## src/rtl/program_loader.sv

```systemverilog
`default_nettype none
// program_loader: assembles a big-endian byte stream into instruction words and writes them from address 0,
// holding the computer in reset until the load completes. Define LOADER_CHECKSUM_EN for a trailing checksum byte.
module program_loader #(
  parameter int ADDR_W = 7,
  parameter int DATA_W = 32
) (
  input  logic              clk,
  input  logic              rst,
  input  logic              start,
  input  logic [ADDR_W:0]   word_count,
  input  logic              byte_valid,
  input  logic [7:0]        byte_data,
  output logic              byte_ready,
  output logic              wr_instr_en,
  output logic [ADDR_W-1:0] wr_instr_addr,
  output logic [DATA_W-1:0] wr_instr,
  output logic              comp_rst,
  output logic              comp_en,
  output logic              busy,
`ifdef LOADER_CHECKSUM_EN
  output logic              error,
`endif
  output logic              done
);

  localparam int BYTES = DATA_W / 8;
  localparam int BC_W  = (BYTES > 1) ? $clog2(BYTES) : 1;

  localparam logic [BC_W-1:0]   LAST_BYTE = BC_W'(BYTES - 1);
  localparam logic [BC_W-1:0]   BC_ONE    = 1;
  localparam logic [ADDR_W:0]   CAP       = {1'b1, {ADDR_W{1'b0}}};
  localparam logic [ADDR_W:0]   REM_ONE   = 1;
  localparam logic [ADDR_W-1:0] ADDR_ONE  = 1;

  typedef enum logic [2:0] {
    S_IDLE    = 3'd0,
    S_LOAD    = 3'd1,
    S_WRITE   = 3'd2,
    S_RELEASE = 3'd3,
    S_RUN     = 3'd4
`ifdef LOADER_CHECKSUM_EN
    ,
    S_CHECK   = 3'd5,
    S_ERROR   = 3'd6
`endif
  } state_t;

  state_t            state_q;
  logic [ADDR_W:0]   remaining_q;
  logic [BC_W-1:0]   byte_cnt_q;
  logic [DATA_W-1:0] asm_q;
  logic              byte_ready_q;
  logic              wr_instr_en_q;
  logic [ADDR_W-1:0] wr_instr_addr_q;
  logic [DATA_W-1:0] wr_instr_q;
  logic              comp_rst_q;
  logic              comp_en_q;
  logic              busy_q;
  logic              done_q;
`ifdef LOADER_CHECKSUM_EN
  logic [7:0]        sum_q;
  logic              error_q;
`endif

  logic [ADDR_W:0]   load_cnt_d;
  logic [DATA_W-1:0] asm_d;
  logic              can_start_d;

  assign load_cnt_d = (word_count > CAP) ? CAP : word_count;
  // Earlier bytes shift toward the MSB, so the first byte ends up in the top lane.
  assign asm_d      = (asm_q << 8) | DATA_W'(byte_data);
  assign can_start_d = (state_q == S_IDLE) || (state_q == S_RUN)
`ifdef LOADER_CHECKSUM_EN
                       || (state_q == S_ERROR)
`endif
                       ;

  always_ff @(posedge clk or negedge rst) begin
    if (!rst) begin
      state_q         <= S_IDLE;
      remaining_q     <= '0;
      byte_cnt_q      <= '0;
      asm_q           <= '0;
      byte_ready_q    <= 1'b0;
      wr_instr_en_q   <= 1'b0;
      wr_instr_addr_q <= '0;
      wr_instr_q      <= '0;
      comp_rst_q      <= 1'b0;
      comp_en_q       <= 1'b1;
      busy_q          <= 1'b0;
      done_q          <= 1'b0;
`ifdef LOADER_CHECKSUM_EN
      sum_q           <= '0;
      error_q         <= 1'b0;
`endif
    end else if (start && can_start_d) begin
      comp_rst_q  <= 1'b0;
      comp_en_q   <= 1'b1;
      done_q      <= 1'b0;
      busy_q      <= 1'b1;
      byte_cnt_q  <= '0;
      remaining_q <= load_cnt_d;
`ifdef LOADER_CHECKSUM_EN
      sum_q       <= '0;
      error_q     <= 1'b0;
`endif
      if (load_cnt_d != '0) begin
        state_q         <= S_LOAD;
        wr_instr_addr_q <= '0;
        byte_ready_q    <= 1'b1;
      end else begin
`ifdef LOADER_CHECKSUM_EN
        state_q      <= S_CHECK;
        byte_ready_q <= 1'b1;
`else
        state_q      <= S_RELEASE;
        byte_ready_q <= 1'b0;
`endif
      end
    end else begin
      case (state_q)
        S_LOAD: begin
          if (byte_valid && byte_ready_q) begin
            asm_q <= asm_d;
`ifdef LOADER_CHECKSUM_EN
            sum_q <= sum_q + byte_data;
`endif
            if (byte_cnt_q == LAST_BYTE) begin
              byte_cnt_q    <= '0;
              byte_ready_q  <= 1'b0;
              wr_instr_en_q <= 1'b1;
              wr_instr_q    <= asm_d;
              state_q       <= S_WRITE;
            end else begin
              byte_cnt_q <= byte_cnt_q + BC_ONE;
            end
          end
        end
        S_WRITE: begin
          wr_instr_en_q <= 1'b0;
          remaining_q   <= remaining_q - REM_ONE;
          if (remaining_q == REM_ONE) begin
`ifdef LOADER_CHECKSUM_EN
            state_q      <= S_CHECK;
            byte_ready_q <= 1'b1;
`else
            state_q      <= S_RELEASE;
`endif
          end else begin
            wr_instr_addr_q <= wr_instr_addr_q + ADDR_ONE;
            byte_ready_q    <= 1'b1;
            state_q         <= S_LOAD;
          end
        end
        // One settling cycle with the computer still held, so the last write lands first.
        S_RELEASE: begin
          state_q    <= S_RUN;
          comp_rst_q <= 1'b1;
          comp_en_q  <= 1'b0;
          done_q     <= 1'b1;
          busy_q     <= 1'b0;
        end
`ifdef LOADER_CHECKSUM_EN
        S_CHECK: begin
          if (byte_valid && byte_ready_q) begin
            byte_ready_q <= 1'b0;
            if (byte_data == sum_q) begin
              state_q <= S_RELEASE;
            end else begin
              state_q <= S_ERROR;
              error_q <= 1'b1;
              busy_q  <= 1'b0;
            end
          end
        end
        S_ERROR: begin
        end
`endif
        S_IDLE, S_RUN: begin
        end
        default: state_q <= S_IDLE;
      endcase
    end
  end

  assign byte_ready    = byte_ready_q;
  assign wr_instr_en   = wr_instr_en_q;
  assign wr_instr_addr = wr_instr_addr_q;
  assign wr_instr      = wr_instr_q;
  assign comp_rst      = comp_rst_q;
  assign comp_en       = comp_en_q;
  assign busy          = busy_q;
  assign done          = done_q;
`ifdef LOADER_CHECKSUM_EN
  assign error         = error_q;
`endif

endmodule
`default_nettype wire

```

## config.mk

```make
export PLATFORM = sky130hd
export DESIGN_NAME = program_loader
export DESIGN_NICKNAME = d
export VERILOG_FILES = /design/src/rtl/program_loader.sv
export SDC_FILE = /design/constraint.sdc
export NUM_CORES = 1
export LEC_CHECK = 0
export BUFFER_PORTS_ARGS = -buffer_cell sky130_fd_sc_hd__buf_4
export CORE_ASPECT_RATIO = 0.6
export CORE_MARGIN = 8
export CORE_UTILIZATION = 59
export DETAILED_ROUTE_END_ITERATION = 7
export GPL_TIMING_DRIVEN = 0
export PLACE_DENSITY = 0.89
export SKIP_LAST_GASP = 1
export SLEW_MARGIN = 20
export SYNTH_ARGS = -nofsm -noshare
export SYNTH_HDL_FRONTEND = slang
export SYNTH_SLANG_ARGS = --single-unit
```

## constraint.sdc

```tcl
create_clock -name clk -period 3.25 [get_ports clk]
set_clock_uncertainty 0.05 [all_clocks]
set_input_delay 0 -clock clk [delete_from_list [all_inputs] [get_ports clk]]
set_output_delay 0 -clock clk [all_outputs]
set_load 0.02 [all_outputs]
```

Word level (Yosys, flattened, before mapping)
Index checks and enable logic that the tools add are counted.
{"block": "totals", "register_bits": 81, "word_cells": 80}
{"block": "classes", "n_addsub": 3, "order_cmp": 1, "n_eq_ne": 14, "mux": 30, "n_bitwise": 2, "reduce_logical": 19}
{"operator": "$or 32x8->32", "count": 1}
{"operator": "$mux 7", "count": 4}
{"operator": "$mux 8", "count": 3}
{"operator": "$mux 2", "count": 6}
{"operator": "$pmux 3 s4", "count": 1}
{"operator": "$reduce_and 4->1", "count": 3}
{"operator": "$mux 1", "count": 11}
{"operator": "$reduce_bool 2->1", "count": 5}
{"operator": "$mux 3", "count": 3}
{"operator": "$ne 3x3->1 const B", "count": 3}
{"operator": "$reduce_and 3->1", "count": 3}
{"operator": "$eq 8x1->1 const B", "count": 1}
{"operator": "$gt 8x8->1 const B", "count": 1}
{"operator": "$ne 2x2->1 const B", "count": 4}
{"operator": "$reduce_bool 8->1", "count": 1}
{"operator": "$sub 8x1->8 const B", "count": 1}
{"operator": "$add 7x1->7 const B", "count": 1}
{"operator": "$eq 3x2->1 const B", "count": 2}
{"operator": "$pmux 1 s2", "count": 2}
{"operator": "$eq 3x1->1 const B", "count": 1}
{"operator": "$eq 3x3->1 const B", "count": 1}
{"operator": "$logic_not 3->1", "count": 1}
{"operator": "$reduce_bool 3->1", "count": 1}
{"operator": "$add 2x1->2 const B", "count": 1}
{"operator": "7 further kinds", "count": 8}

Depth between registers and ports, before layout
{"block": "logic_depth", "depth_word": 5, "depth_mapped": 7, "ltp_nobuf": 6}

Least setup slack after synthesis
OpenSTA, ideal clock, no wires.
{"block": "synth_timing", "path_kind": "register to register", "startpoint": "register state_q[2]", "endpoint": "register wr_instr_q[4], in the netlist wr_instr[4]", "t_arrival_ps": 1630, "required_ps": 3075, "slack_ps": 1445, "stages_incl_launch_ff": 6, "path_buffers": 2, "path_cell_list": "dfrtp_1 -> nor3b_1 -> and4_1 -> buf_2 -> buf_4 -> mux2_2"}
{"block": "synth_between", "elab_chain_cells": 5}
{"element": "start, declared", "line_no": "49", "rtl": "state_t state_q;"}
{"element": "start signal, assigned", "line_no": "81", "rtl": "state_q <= S_IDLE;"}
{"element": "start signal, assigned", "line_no": "109", "rtl": "state_q <= S_LOAD;"}
{"element": "start signal, assigned", "line_no": "117", "rtl": "state_q <= S_RELEASE;"}
{"element": "$eq 3x3->1 / $logic_not 3->1 (equally long branches)", "line_no": "73", "rtl": "assign can_start_d = (state_q == S_IDLE) || (state_q == S_RUN)"}
{"element": "$logic_or 1x1->1", "line_no": "73"}
{"element": "$logic_and 1x1->1", "line_no": "97", "rtl": "end else if (start && can_start_d) begin"}
{"element": "$not 1->1 (no line)"}
{"element": "$reduce_and 4->1 (no line) *"}
{"element": "end signal, assigned", "line_no": "133", "rtl": "wr_instr_q <= asm_d;"}
{"element": "end, declared", "line_no": "56", "rtl": "logic [DATA_W-1:0] wr_instr_q;"}
Every way passes the cells marked *; elsewhere a longest branch is shown, timed or not.
A chain may end at the register's enable or synchronous reset.

Worst setup path in the final report
{"block": "layout_timing", "startpoint": "register state_q[2]", "endpoint": "register wr_instr_q[27], in the netlist wr_instr[27]"}
The elaborated chain is that of the path after synthesis.

==> metrics <==
Cell Chain, Critical Path=nor3b_1 > and4_1 > buf_2 > buf_4 > mux2_2; RSZ-0062 raised after global routing=no; Gate power share=0.385; post-route ant nets=0; Placed Area=between 4000 and 5000 µm²; Yosys cell types=46; largest net degree at the start of global routing=slightly above 80; P_int=~2.5 mW; Rel. slew slack=0.525; initial DRC count=roughly 130; footprint of the multi-input gates=1400 µm²; WL/cell=19.3 µm; Top Ports=65; DR vias/cell=a little under 6; worst min path class=input port to async pin; vias in the first global route=between 2000 and 3000; clock-pin slew on the worst setup and hold paths=about 0.09 ns; setup TNS=0 ns; Nets=slightly below 400; total power divided by cell area=~900 nW/µm²; Largest stage delay, worst path=0.49 ns; fin crit period=around 2.2 ns; dominant synthesized flop cell=dfrtp_1; final setup fails=0; Final Hold Viols=0; critical setup path kind=flop to flop; layout cell share with drive strength beyond 1=0.403; syn_nets=298; CP Launch Type=flop; Inserted Clock Buffers=9; achievable frequency=approximately 0.46 GHz; Worst-Margin Slew=a little over 0.7 ns; total wire length=about 8700 µm; Yosys reg bits=~80; die height=75.9 µm; Crit Path Max Fanout=10; Mean Syn Cell Area=around 13 µm²; Worst-Skew Late Latency=between 0.3 and 0.4 ns; Critical Path Sink Type=flop; IR Drop Worst-Case VDD=0.000508 V; switching power=roughly 1.5 mW; core area=~5700 µm²; first-pass GRT wire length=~14000 µm; Die X=approximately 120 µm; Required @ worst endpoint=between 3 and 4 ns; grt total ovfl=0; global router's overall resource usage=0.210; Netlist Area Pre-Place=between 3000 and 4000 µm²; CTS Sinks=81; share of the synthesized area in the top cell type=0.568; P_leak=~2.1 nW; post-route cell area=about 4500 µm²; diodes inserted=0; share of total power in the clock network=0.180; asr flop ratio synth=1.00; reg2reg setup slack=~1.1 ns; IO Port Bufs=64; MaxCap Viol Count=0; H-tree Lvls=3; Area growth syn-to-layout=27.4%; Fin Hold WS=0.191 ns; GP Congestion=around 0.92; Slew Viols, Final=0; Post-Synthesis Cells=274; top post-synthesis cells by area=dfrtp_1 (57%), mux2_2 (18%), nand3_1 (1.8%); Yosys warning total=0; slowest cell on the critical path=dfrtp_1; Filler cells=around 350; CTS tree=built; initial core utilization=0.621; HPWL after DPL=around 5700 µm; Pre-Repair DR Iteration Count=4; area leader, netlist=dfrtp_1; Root Driver=clkbuf_8; FP Rows=21; Longest Clk Path Bufs=2; Switching Fraction=0.380; status=complete, no violations; detailed-route DRC error count=0; antenna violations before repair=0; vias=around 2600; Post-synth EDFFs=0; PostCTS Resize Cnt=0; register area share after synthesis=0.575; critical path's top delay family=simple AND/OR/NAND/NOR gates; crit path DAT=about 2.4 ns; Seq pwr share=0.434; final core occ=0.792; fin crit share=0.673; die footprint=just under 9000 µm²; register area=2030 µm²; Buffers & Inverters on Critical Path=2
==> layout by cell type, fill, tap and decap left out, drive strengths merged, types with 2 or more instances in the layout <==
cell         Yosys  final
or4              3      3
dfrtp           80     80
mux2            56     56
o211a            2      2
a21oi            8      8
o211ai           4      4
or3b             2      2
a21o             2      2
clkbuf           4     13
a211oi           4      4
nand2b           2      2
or3              2      2
and4             2      2
dlygate4sd3      0     19
buf             10     74
o21ai           13     13
clkinv           1      4
nor4b            2      2
nor2b            2      2
nor3b            4      4
nand3           14     14
a211o            3      3
nor2            10     10
o311ai           3      3
nor3             2      2
nor4             4      4
ha               4      4
a31oi            3      3
nand2           13     13
inv              3      4
==> synth_stat cells (all sizes together) (4+ instances only) <==
cell type / instances
nor3b: 4
mux2: 56
nor2: 10
nand2: 13
o21ai: 13
buf: 10
o211ai: 4
nand3: 14
nor4: 4
a21oi: 8
clkbuf: 4
ha: 4
a211oi: 4
dfrtp: 80
==> power by group through the flow <==
stage                     sequential, mW  clock, mW  combinational [mW]
final                               1.75      0.728                1.55
after global routing                1.80      0.772                1.68
after CTS                           1.74      0.728                1.54
after detailed placement            1.75          0                1.49
after global placement              1.72          0                1.43
after floorplan                     1.85          0               0.807
==> per-layer routing <==
layer,share of wire,vias to the layer above,wire length (µm),GRT usage
met3,0.093,21,812,0.0870
met2,0.47,128,4120,0.336
li1,-,1189,-,-
met5,0,-,0,0
met1,0.41,1302,3600,0.250
met4,0.022,0,193,0.0827
==> area by class of cell <==
type,instances,share of cell area
Inverter,4,0.00334
Clock buffer,9,0.0276
Tap cell,80,0.0223
Buffer,14,0.0198
Clock inverter,6,0.0153
Sequential cell,81,0.451
Multi-Input combinational cell,175,0.310
Timing Repair Buffer,83,0.150
==> sequential cells by signal, summed over array words and instances (netlist names) <==
| register | flops |
|---|---|
| wr_instr | 32 |
| asm_q | 24 |
| remaining_q | 8 |
| wr_instr_addr | 7 |
| state_q | 3 |
| byte_cnt_q | 2 |
| busy | 1 |
| byte_ready | 1 |
| comp_en | 1 |
| done | 1 |
| wr_instr_en | 1 |
==> metrics by stage <==
stage               total power [mW]  setup WS [ns]  cells
floorplan                       2.65           1.45    274
global placement                3.15           1.25    418
detailed placement              3.24           1.14    418
CTS                             4.01           1.06    452
global route                    4.25          0.953    452
finish                          4.03           1.06    452
==> worst reg2reg max path, cell delays in order, from the launching register on <==
cell and delay, ns:
dfrtp_1 0.49, nor3b_1 0.48, and4_1 0.25, buf_2 0.20, buf_4 0.23, mux2_2 0.36
==> path summary, 6_finish.rpt <==
path / endpoint / from / cells after the start
max: wr_instr[27]$_DFFE_PN0P_ / state_q[2]$_DFFE_PN0P_ / 5
min: remaining_q[1]$_DFFE_PN0P_ / rst / 2
max reg2reg: wr_instr[27]$_DFFE_PN0P_ / state_q[2]$_DFFE_PN0P_ / 5
min reg2reg: wr_instr_en$_DFFE_PN0P_ / wr_instr_en$_DFFE_PN0P_ / 2
max in group asynchronous: wr_instr[20]$_DFFE_PN0P_ / rst / 2
min in group clk: asm_q[0]$_DFFE_PN0P_ / byte_data[0] / 3
==> cell families (layout without fill, tap and decap cells) <==
kind of cell	Yosys count	in the layout	share of synthesized area
simple gates	68	68	0.114
compound gates	45	45	0.0837
mux	56	56	0.179
flops	81	81	0.575
fa+ha+maj	4	4	0.0142
buf+inv	18	116	0.0294
xor+xnor	2	2	0.00497
==> what timing repair did <==
item | in CTS | in global routing
buffers inserted | 0 | 0
hold buffers | 19 | 0
hold endpoints to repair | 107 | 0
Power figures use the tool's default switching activity.
